$ cat src/rtl/muxdatos_sync.sv
// muxdatos_sync -- synchronous multiplexer for time/date/timer snapshots.
//
// Follows one of NCANAL source channels. Each channel provides NPAL words of
// ANCHO bits plus an am/pm flag. A channel marks its data as consistent with
// a one-cycle listo_in strobe. On that strobe the active channel's data is
// captured into registered outputs. Switching to another channel is
// deferred until the target channel strobes listo_in. That way the output
// never mixes a half-updated source with a stale one.
//
// Optional feature (macro MUXDATOS_TIMEOUT_EN):
//   When the macro is defined, a switch that has waited TIMEOUT cycles is
//   forced. The block loads the target's current data and pulses both
//   valido_out and error. When the macro is not defined, the wait counter
//   is not built and the block waits indefinitely.
//
// Ports:
//   clk         in   rising-edge clock
//   reset       in   asynchronous, active-high reset
//   datos_in    in   channel c word w at [(c*NPAL+w)*ANCHO +: ANCHO]
//   ap_in       in   am/pm flag per channel
//   listo_in    in   per-channel "data consistent" strobe
//   sel         in   requested channel, used only with cambio_req
//   cambio_req  in   one-cycle switch request
//   datos_out   out  registered snapshot of the active channel
//   ampm_out    out  registered am/pm flag of the snapshot
//   valido_out  out  one-cycle pulse when the snapshot was updated
//   canal_act   out  currently active channel
//   ocupado     out  high while a switch is pending
//   error       out  one-cycle pulse on a rejected request or a timeout
//
// state  | meaning
// SEGUIR | track the active channel and capture it on its listo_in
// ESPERA | switch pending; outputs frozen until the target's listo_in
module muxdatos_sync #(
  parameter int NCANAL  = 2,
  parameter int NPAL    = 3,
  parameter int ANCHO   = 24,
  parameter int TIMEOUT = 255
) (
  input  logic                           clk,
  input  logic                           reset,
  input  logic [NCANAL*NPAL*ANCHO-1:0]   datos_in,
  input  logic [NCANAL-1:0]              ap_in,
  input  logic [NCANAL-1:0]              listo_in,
  input  logic [$clog2(NCANAL)-1:0]      sel,
  input  logic                           cambio_req,
  output logic [NPAL*ANCHO-1:0]          datos_out,
  output logic                           ampm_out,
  output logic                           valido_out,
  output logic [$clog2(NCANAL)-1:0]      canal_act,
  output logic                           ocupado,
  output logic                           error
);

  localparam int SELW = $clog2(NCANAL);
  localparam int NPOT = 2 ** SELW;
  localparam int WW   = NPAL * ANCHO;
  localparam logic [SELW:0] NCH = (SELW + 1)'(NCANAL);

  if (NCANAL < 2 || NCANAL > 8 || TIMEOUT < 1 || TIMEOUT > 65535) begin : g_param_fuera_de_rango
    $error("muxdatos_sync: NCANAL must be 2..8 and TIMEOUT 1..65535");
  end

  typedef enum logic {SEGUIR, ESPERA} estado_t;

  estado_t         est, est_nxt;
  logic [SELW-1:0] tgt, tgt_nxt, canal_nxt;
  logic [WW-1:0]   dat_nxt;
  logic            ap_nxt, val_nxt, err_nxt;
  logic            req_ok, req_bad, tmo;

  // Channel views padded to a power of two so that any sel/tgt index is in
  // range. Indexes that are not real channels read as idle and zero.
  logic [WW-1:0]   dat_arr [NPOT];
  logic [NPOT-1:0] ap_v, lst_v;

  for (genvar i = 0; i < NPOT; i++) begin : g_canal
    if (i < NCANAL) begin : g_real
      assign dat_arr[i] = datos_in[i*WW +: WW];
      assign ap_v[i]    = ap_in[i];
      assign lst_v[i]   = listo_in[i];
    end else begin : g_pad
      assign dat_arr[i] = '0;
      assign ap_v[i]    = 1'b0;
      assign lst_v[i]   = 1'b0;
    end
  end

  assign req_ok  = cambio_req && ({1'b0, sel} < NCH);
  assign req_bad = cambio_req && !({1'b0, sel} < NCH);
  assign ocupado = (est == ESPERA);

`ifdef MUXDATOS_TIMEOUT_EN
  localparam int CW = $clog2(TIMEOUT + 1);
  localparam logic [CW-1:0] TMAX = CW'(TIMEOUT);

  logic [CW-1:0] cnt, cnt_nxt, cnt_inc;

  // The switch is forced on the edge where the counter would reach TIMEOUT.
  // So exactly TIMEOUT cycles are spent in ESPERA.
  assign cnt_inc = (cnt == TMAX) ? cnt : cnt + 1'b1;
  assign tmo     = (est == ESPERA) && (cnt_inc == TMAX);

  always_comb begin
    cnt_nxt = cnt;
    if (est == SEGUIR) begin
      if (req_ok && sel != canal_act) cnt_nxt = '0;
    end else begin
      cnt_nxt = cnt_inc;
      if (req_ok) cnt_nxt = '0;
    end
  end

  always_ff @(posedge clk or posedge reset) begin
    if (reset) cnt <= '0;
    else       cnt <= cnt_nxt;
  end
`else
  assign tmo = 1'b0;
`endif

  always_comb begin
    est_nxt   = est;
    tgt_nxt   = tgt;
    canal_nxt = canal_act;
    dat_nxt   = datos_out;
    ap_nxt    = ampm_out;
    val_nxt   = 1'b0;
    err_nxt   = req_bad;
    case (est)
      SEGUIR: begin
        if (req_ok && sel != canal_act) begin
          est_nxt = ESPERA;
          tgt_nxt = sel;
        end else if (lst_v[canal_act]) begin
          dat_nxt = dat_arr[canal_act];
          ap_nxt  = ap_v[canal_act];
          val_nxt = 1'b1;
        end
      end
      ESPERA: begin
        // A new valid request wins over the target's strobe and over a timeout.
        if (req_ok) begin
          if (sel == canal_act) est_nxt = SEGUIR;
          else                  tgt_nxt = sel;
        end else if (lst_v[tgt] || tmo) begin
          dat_nxt   = dat_arr[tgt];
          ap_nxt    = ap_v[tgt];
          canal_nxt = tgt;
          val_nxt   = 1'b1;
          est_nxt   = SEGUIR;
          if (tmo) err_nxt = 1'b1;
        end
      end
      default: est_nxt = SEGUIR;
    endcase
  end

  always_ff @(posedge clk or posedge reset) begin
    if (reset) begin
      est        <= SEGUIR;
      tgt        <= '0;
      canal_act  <= '0;
      datos_out  <= '0;
      ampm_out   <= 1'b0;
      valido_out <= 1'b0;
      error      <= 1'b0;
    end else begin
      est        <= est_nxt;
      tgt        <= tgt_nxt;
      canal_act  <= canal_nxt;
      datos_out  <= dat_nxt;
      ampm_out   <= ap_nxt;
      valido_out <= val_nxt;
      error      <= err_nxt;
    end
  end

endmodule
$ cat config.mk
export PLATFORM = sky130hd
export DESIGN_NAME = muxdatos_sync
export DESIGN_NICKNAME = d
export VERILOG_FILES = /design/src/rtl/muxdatos_sync.sv
export SDC_FILE = /design/constraint.sdc
export NUM_CORES = 1
export LEC_CHECK = 0
export CORE_MARGIN = 8
export CORE_UTILIZATION = 45
export CTS_CLUSTER_DIAMETER = 40
export DETAILED_ROUTE_END_ITERATION = 8
export DONT_BUFFER_PORTS = 1
export GPL_TIMING_DRIVEN = 0
export PLACE_DENSITY = 0.61
export SYNTH_ARGS = -nofsm -noshare
export SYNTH_HDL_FRONTEND = slang
export SYNTH_SLANG_ARGS = --single-unit
$ cat constraint.sdc
create_clock -name clk -period 2.4 [get_ports clk]
set_input_delay 0.48 -clock clk [delete_from_list [all_inputs] [get_ports clk]]
set_output_delay 0.48 -clock clk [all_outputs]
set_load 0.01 [all_outputs]
Word level (Yosys, flattened, before mapping)
Index checks and enable logic that the tools add are counted.

word-level totals
  register bits after elaboration = 77
  bits of input ports = 152
  logic and storage cells = 65
  output and inout bits = 77

operators by class
  equal/unequal tests = 9
  reduce and logical (&&, ||, !) cells = 4
  muxes and demuxes = 38
  magnitude comparators = 4
  bitwise logic cells = 4

operators with widths
  operator                                                                       count
  72-bit 2-to-1 mux                                                              10
  72-bit case mux with 2 select lines                                            1
  1-bit 2-to-1 mux                                                               23
  2-bit inequality test (second input constant)                                  6
  1-bit case mux with 2 select lines                                             4
  3-bit AND reduction                                                            2
  2-bit greater-or-equal comparator (second input constant)                      2
  1-bit by 2-bit less-than comparator with 1-bit output (second input constant)  2
  1-bit NOT with 2-bit output                                                    2
  4-bit AND reduction                                                            1
  2-bit by 1-bit inequality test with 1-bit output (second input constant)       1
  1-bit NOT                                                                      2
  1-bit equality test                                                            1
  1-bit logical AND                                                              1
  1-bit inequality test                                                          1

Longest topological paths before layout
Gate-level depths: netlist of the first run.

  depth in word-level cells = 7
  depth in mapped cells = 7
  gate-level depth less buffers = 4

Least setup slack after synthesis of the first run
No wires, ideal clock.

  kind = register to register
  from = register est (netlist: ocupado)
  to = register datos_out[36]
  slack = 0.618 ns
  required time = 2.275 ns
  clock period less this slack = 1.782 ns
  stages on the path, launching flop included = 5
  arrival = 1.657 ns
  path buffers = 1
  setup time = 0.125 ns
  cell sequence = dfrtp_1 -> mux2i_4 -> buf_2 -> mux2_2 -> mux2_4

between the ends
  cells in the longest elaborated chain, start to end = 3
  elaborated cells on any way between the ends = 7
  classes of those cells = eq/ne: 4; mux: 1; bitwise: 1; reduce/logical: 1

RTL lines
  item                             RTL line  RTL
  start: declaration               66        estado_t est, est_nxt;
  start signal: assignment         169       est <= est_nxt;
  1-bit NOT                        -
  2-bit inequality test (no line)  -
  4-bit AND reduction (no line)    -
  end signal: assignment           172       datos_out <= dat_nxt;
  end: declaration                 47        output logic [NPAL*ANCHO-1:0] datos_out,

Parallel ways exist; a longest one is shown, timed or not.
A chain may end at the register's enable or synchronous reset.

Worst setup path after layout of the first run
  from = register canal_act
  to = register datos_out[58]

between the ends
  cells in the longest elaborated chain, start to end = 7
  elaborated cells on any way between the ends = 14
  classes of those cells = eq/ne: 3; mux: 8; bitwise: 1; reduce/logical: 2

RTL lines
  item                                                   RTL line  RTL
  start: declaration                                     50        output logic [$clog2(NCANAL)-1:0] canal_act,
  start signal: assignment                               171       canal_act <= canal_nxt;
  1-bit NOT with 2-bit output (implied by the code)      136       dat_nxt = dat_arr[canal_act];
  72-bit 2-to-1 mux (implied by the code) (3 in series)  136
  72-bit 2-to-1 mux                                      135       end else if (lst_v[canal_act]) begin
  72-bit 2-to-1 mux                                      132       if (req_ok && sel != canal_act) begin
  72-bit case mux with 2 select lines                    130       case (est)

Parallel ways exist; a longest one is shown, timed or not. The select of a mux whose other input is x is not followed.

==> impl_metrics.csv, run 1 <==
group,metric,value,unit
floorplanning,core-area,8720,sq um
routing,wl_per_cell,24.7,um
power_and_ir_drop,leakage,2.00,nW
floorplanning,die_h,111,um
critical_path,critPathCaptureType,"register",
final_layout,antenna_cells,0,
synth,yosys.area.top_type_share,0.474,
placement,dpl.cell_count,369,
routing,drt_wl_total,9420,um
floorplanning,pin_count,229,
clock_tree,cts_hold_buffers,0,
routing,vias_per_cell,5.57,
clock_tree,clock_sinks,77,
synth,ys_top_cells_by_area,"dfrtp_1 (47%), mux2_4 (22%), mux2_2 (20%), mux2_1 (3.9%), buf_6 (2.2%)",
grt,grt_pass1_vias,2527,
synth,yosysWarnings,0,
critical_path,crit_type,"register to register",
final_layout,fillers,733,
routing,drt_iter0_drc,64,
critical_path,arrival,2.43,ns
synth,synth_fp_nets,412,
grt,antenna_found_initial,0,
grt,grt_usage,0.149,
synth,synth-seq-cells,77,
synth,synthCells,260,
routing,routed.top_layer,"met4",
clock_tree,cts_buffers,9,
placement,dp_hpwl,7270,um
floorplanning,die-area,12300,sq um
worst_hold_path,hold_path.class,"input pin to asynchronous set/reset pin",
critical_path,crit_path_start_kind,"register",
synth,netlist-cell-type-count,20,
power_and_ir_drop,p_total,6.73,mW
placement,io_buffers,0,
synth,yosys.area.top_type,"dfrtp_1",
routing,met1_length,3730,um
clock_tree,clk_latency,0.33,ns
clock_tree,cts_max_path_buffers,2,
clock_tree,cts_resized,0,
clock_tree,cts_tree,"built",
power_and_ir_drop,power_density,1540,nW/um^2
routing,firstDrtPassIters,4,
power_and_ir_drop,vdd_drop_max,0.000616,V
sta,holdWs,0.160,ns
sta,grt_setup_unrepaired,"false",
synth,avgSynthCellArea,15.6,sq um
run,drv_cap,0,
sta,setup_violations,0,
final_layout,final_cell_mix,"dfrtp_1 (77), mux2_2 (73), mux2_4 (59)",
floorplanning,die_w,111,um
placement,gp_congestion,0.730,
clock_tree,htreeDepth,3,
critical_path,cp.required,2.62,ns
synth,syn_area,4060,sq um
synth,ys_seq_area_frac,0.474,
clock_tree,cts_setup_buffers,0,
sta,min_period,2.21,ns
sta,hold_violations,0,
routing,drtAntennaViolNets,0,
sta,fmax,453,MHz
sta,period_share,0.920,
sta,tightestPinTransition,0.837,ns
sta,fin_setup_tns,0,ns
grt,grt_overflow,0,
floorplanning,rows,34,
sta,slew-limit-headroom,0.441,
routing,route.met2.wl,4610,um
routing,wl_met3,943,um
sta,finalMaxSlewViolations,0,
floorplanning,start_util,0.466,
grt,grt_pass1_wl,14700,um
grt,grt_max_degree,42,
final_layout,final_nets,424,
final_layout,drive_gt1_frac,0.602,
final_layout,area_growth,7.67,%
critical_path,critPathMaxFanout,10,
run_status,status,"completed",
final_layout,mostFrequentLayoutCell,"dfrtp_1",
clock_tree,path_clk_slew,0.08,ns
sta,skew,0.00645,ns
clock_tree,clockRootBuffer,"clkbuf_8",
routing,vias,2129,
routing,drc_errors,0,
final_layout,fin_cells,382,
-- power by group --
part / switching (mW) / internal (mW) / total (mW) / leakage [nW]
registers: 0.885 / 1.98 / 2.87 / 0.900
clock network: 0.434 / 0.381 / 0.815 / 0.0836
logic: 1.06 / 1.98 / 3.04 / 1.02
-- critical path, stage by stage, from the launching register on --
cell	delay [ns]
dfrtp_1	0.46
buf_6	0.17
mux2i_4	0.47
buf_2	0.36
mux2_2	0.37
mux2_4	0.26
-- Yosys cell counts, drive strengths merged --
cell type	n
mux2i	3
buf	17
conb	1
nand2	1
mux2	146
xnor2	1
o31a	1
a21o	1
nor2	2
a21oi	3
dfrtp	77
nor2b	1
o21ai	2
nand2b	1
inv	3
-- final timing paths --
kind	start	endpoint	slack (ns)	cells after the start
setup / recovery	canal_act$_DFFE_PP0P_	datos_out[58]$_DFFE_PP0P_	0.19	5
min in group clk	sel	tgt$_DFFE_PP0P_	0.32	2
setup reg to reg	canal_act$_DFFE_PP0P_	datos_out[58]$_DFFE_PP0P_	0.19	5
hold reg to reg	datos_out[70]$_DFFE_PP0P_	datos_out[70]$_DFFE_PP0P_	0.59	1
hold / removal	reset	datos_out[20]$_DFFE_PP0P_	0.16	1
max in group asynchronous	reset	datos_out[41]$_DFFE_PP0P_	1.57	2
-- flip-flops by register name (all words and copies together) (netlist names) --
signal	count
ampm_out	1
canal_act	1
datos_out	72
ocupado	1
tgt	1
valido_out	1
-- routing by layer --
metal | GRT usage | vias up
li1 | - | 946
met2 | 0.240 | 125
met1 | 0.170 | 1048
met5 | 0 | -
met4 | 0.0559 | 0
met3 | 0.0655 | 10
-- area by class of cell --
class / count / area (sq um) / share of cell area
plain buffers: 17 / 138 / 0.0315
clock buffers: 10 / 138 / 0.0315
clock inverters: 3 / 15.0 / 0.00343
inverters: 3 / 15.0 / 0.00343
multi-input cells: 163 / 1990 / 0.454
flip-flops and latches: 77 / 1930 / 0.441
well taps: 108 / 135 / 0.0309
repair buffers: 1 / 20.0 / 0.00458
-- cell families after synthesis --
kind of cell / share of synthesized area
muxes: 0.470
DFF: 0.474
buffers and inverters: 0.0367
AOI/OAI and AO/OA: 0.0102
and+or+nand+nor: 0.00586
xor gates and xnor gates: 0.00216
other: 0.000923
-- metrics by stage --
stage | util | setup WS (ns) | instance area (sq um)
5_1_grt | 0.501 | 0.0629 | 4370
3_5_place_dp | 0.484 | 0.198 | 4220
2_1_floorplan | - | 0.618 | 4070
3_3_place_gp | 0.482 | 0.239 | 4200
6_report | 0.501 | 0.193 | 4370
4_1_cts | 0.501 | 0.191 | 4370
(Power assumes the default switching activity.)
==> inputs of run 2 (changes only) <==
GPL_TIMING_DRIVEN = not set   (was 0)
==> run 2 against run 1 <==
Against the previous run: sequential share of layout area is 0.57 points higher; cell count down 3.1%; hold slack worse by 0.045 ns; first-iteration DRC count increased by 13%; largest cell class unchanged; highest routed layer unchanged.
==> impl_metrics.csv, run 2 (synthesized netlist as in run 1, its figures left out) <==
group,metric,value,unit
critical_path,crit_chain,"mux2i_4 -> buf_12 -> mux2_2 -> mux2_4",
grt,grt_pass1_wl,13900,um
run,drv_cap,0,
clock_tree,path_clk_slew,0.07,ns
power_and_ir_drop,leakage,1.95,nW
final_layout,final_nets,411,
final_layout,final_cell_mix,"dfrtp_1 (77), mux2_2 (73), mux2_4 (59)",
placement,gp_congestion,0.682,
sta,grt_setup_unrepaired,"false",
critical_path,cp_slowest_cell,"dfrtp_1",
sta,slew-limit-headroom,0.531,
critical_path,crit_path_start_kind,"register",
sta,min_period,1.96,ns
grt,grt_usage,0.140,
critical_path,cpPeakStageDelay,0.50,ns
final_layout,finish.utilization,0.495,
routing,drt_wl_total,9000,um
power_and_ir_drop,power_density,1530,nW/um^2
clock_tree,cts_resized,0,
sta,skew,0.00683,ns
sta,finalMaxSlewViolations,0,
sta,fin_setup_tns,0,ns
sta,setup_violations,0,
sta,hold_violations,0,
critical_path,reg2reg_from,"ocupado$_DFF_PP0_",
routing,drc_errors,0,
critical_path,cp.required,2.61,ns
final_layout,drive_gt1_frac,0.584,
grt,grt_overflow,0,
critical_path,rr_endpoint,"datos_out[60]$_DFFE_PP0P_",
sta,fmax,510,MHz
final_layout,largest_register_ffs,72,
routing,vias,2065,
floorplanning,start_util,0.466,
placement,dp_hpwl,6810,um
clock_tree,cts_setup_buffers,0,
critical_path,ff2ff_setup_slack,0.44,ns
floorplanning,rows,34,
final_layout,area_growth,6.28,%
routing,firstDrtPassIters,4,
grt,antenna_found_initial,0,
critical_path,critPathBufInv,1,
routing,wl_per_cell,24.3,um
critical_path,cp.depth,4,
clock_tree,clk_latency,0.33,ns
floorplanning,die-area,12300,sq um
critical_path,crit_type,"register to register",
routing,vias_per_cell,5.58,
final_layout,largest-register,"datos_out",
routing,drt_iter0_drc,72,
clock_tree,cts_max_path_buffers,2,
critical_path,worst-r2r-cell-count,4,
floorplanning,die_w,111,um
run_status,status,"completed",
clock_tree,htreeDepth,3,
floorplanning,die_h,111,um
clock_tree,cts_buffers,9,
power_and_ir_drop,vdd_drop_max,0.000559,V
clock_tree,cts_hold_buffers,0,
sta,tightestPinTransition,0.703,ns
critical_path,critPathTopFamily,"multiplexers",
critical_path,critPathMaxFanout,73,
placement,io_buffers,0,
grt,grt_pass1_vias,2386,
grt,grt_max_degree,74,
clock_tree,clock_sinks,77,
final_layout,antenna_cells,0,
power_and_ir_drop,p_total,6.60,mW
floorplanning,core-area,8720,sq um
routing,drtAntennaViolNets,0,
clock_tree,cts_tree,"built",
floorplanning,pin_count,229,
final_layout,fin_cells,370,
worst_hold_path,hold_path.class,"input pin to asynchronous set/reset pin",
critical_path,critPathCaptureType,"register",
final_layout,mostFrequentLayoutCell,"dfrtp_1",
sta,period_share,0.816,
clock_tree,clockRootBuffer,"clkbuf_8",
placement,dpl.cell_count,356,
critical_path,arrival,2.17,ns
## run 2: changes by cell type in the layout (fill, tap and decap cells not counted), sizes merged
cell    previous run  this run
clkinv             3         2
buf               18         5
clkbuf            10        12
## run 2: per-stage QoR
stage / hold slack (ns) / setup slack (ns) / instance area [sq um]
finish: 0.115 / 0.441 / 4320
global route: 0.141 / 0.339 / 4320
CTS: 0.126 / 0.424 / 4320
detailed placement: 0.500 / 0.436 / 4150
global placement: 0.498 / 0.471 / 4150
floorplan: 0.550 / 0.618 / 4070
## run 2: layout make-up
type / instances / area (sq um)
Clock buffer: 12 / 155
Clock inverter: 2 / 10.0
Sequential cell: 77 / 1930
Inverter: 3 / 15.0
Tap cell: 108 / 135
Timing Repair Buffer: 5 / 87.6
Fill cell: 758 / 4400
Multi-Input combinational cell: 163 / 1990
## run 2: report_power, final
part           internal [mW]  switching (mW)  leakage (nW)
Sequential              1.98           0.889         0.900
Clock                  0.418           0.426        0.0881
Combinational           1.91           0.969         0.967
## run 2: worst max path at each step
stage | start | to | slack, ns
2_1_floorplan | ocupado$_DFF_PP0_ | datos_out[36]$_DFFE_PP0P_ | 0.62
3_3_place_gp | ocupado$_DFF_PP0_ | datos_out[39]$_DFFE_PP0P_ | 0.47
3_5_place_dp | ocupado$_DFF_PP0_ | datos_out[2]$_DFFE_PP0P_ | 0.44
4_1_cts | ocupado$_DFF_PP0_ | datos_out[60]$_DFFE_PP0P_ | 0.42
5_1_grt | ocupado$_DFF_PP0_ | datos_out[14]$_DFFE_PP0P_ | 0.34
6_report | ocupado$_DFF_PP0_ | datos_out[60]$_DFFE_PP0P_ | 0.44
## run 2: metal layers
metal | track usage | routed length, um | vias to the layer above
li1 | - | - | 918
met5 | 0 | 0 | -
met1 | 0.152 | 3360 | 1019
met3 | 0.0806 | 983 | 8
met2 | 0.227 | 4560 | 120
met4 | 0.0369 | 101 | 0
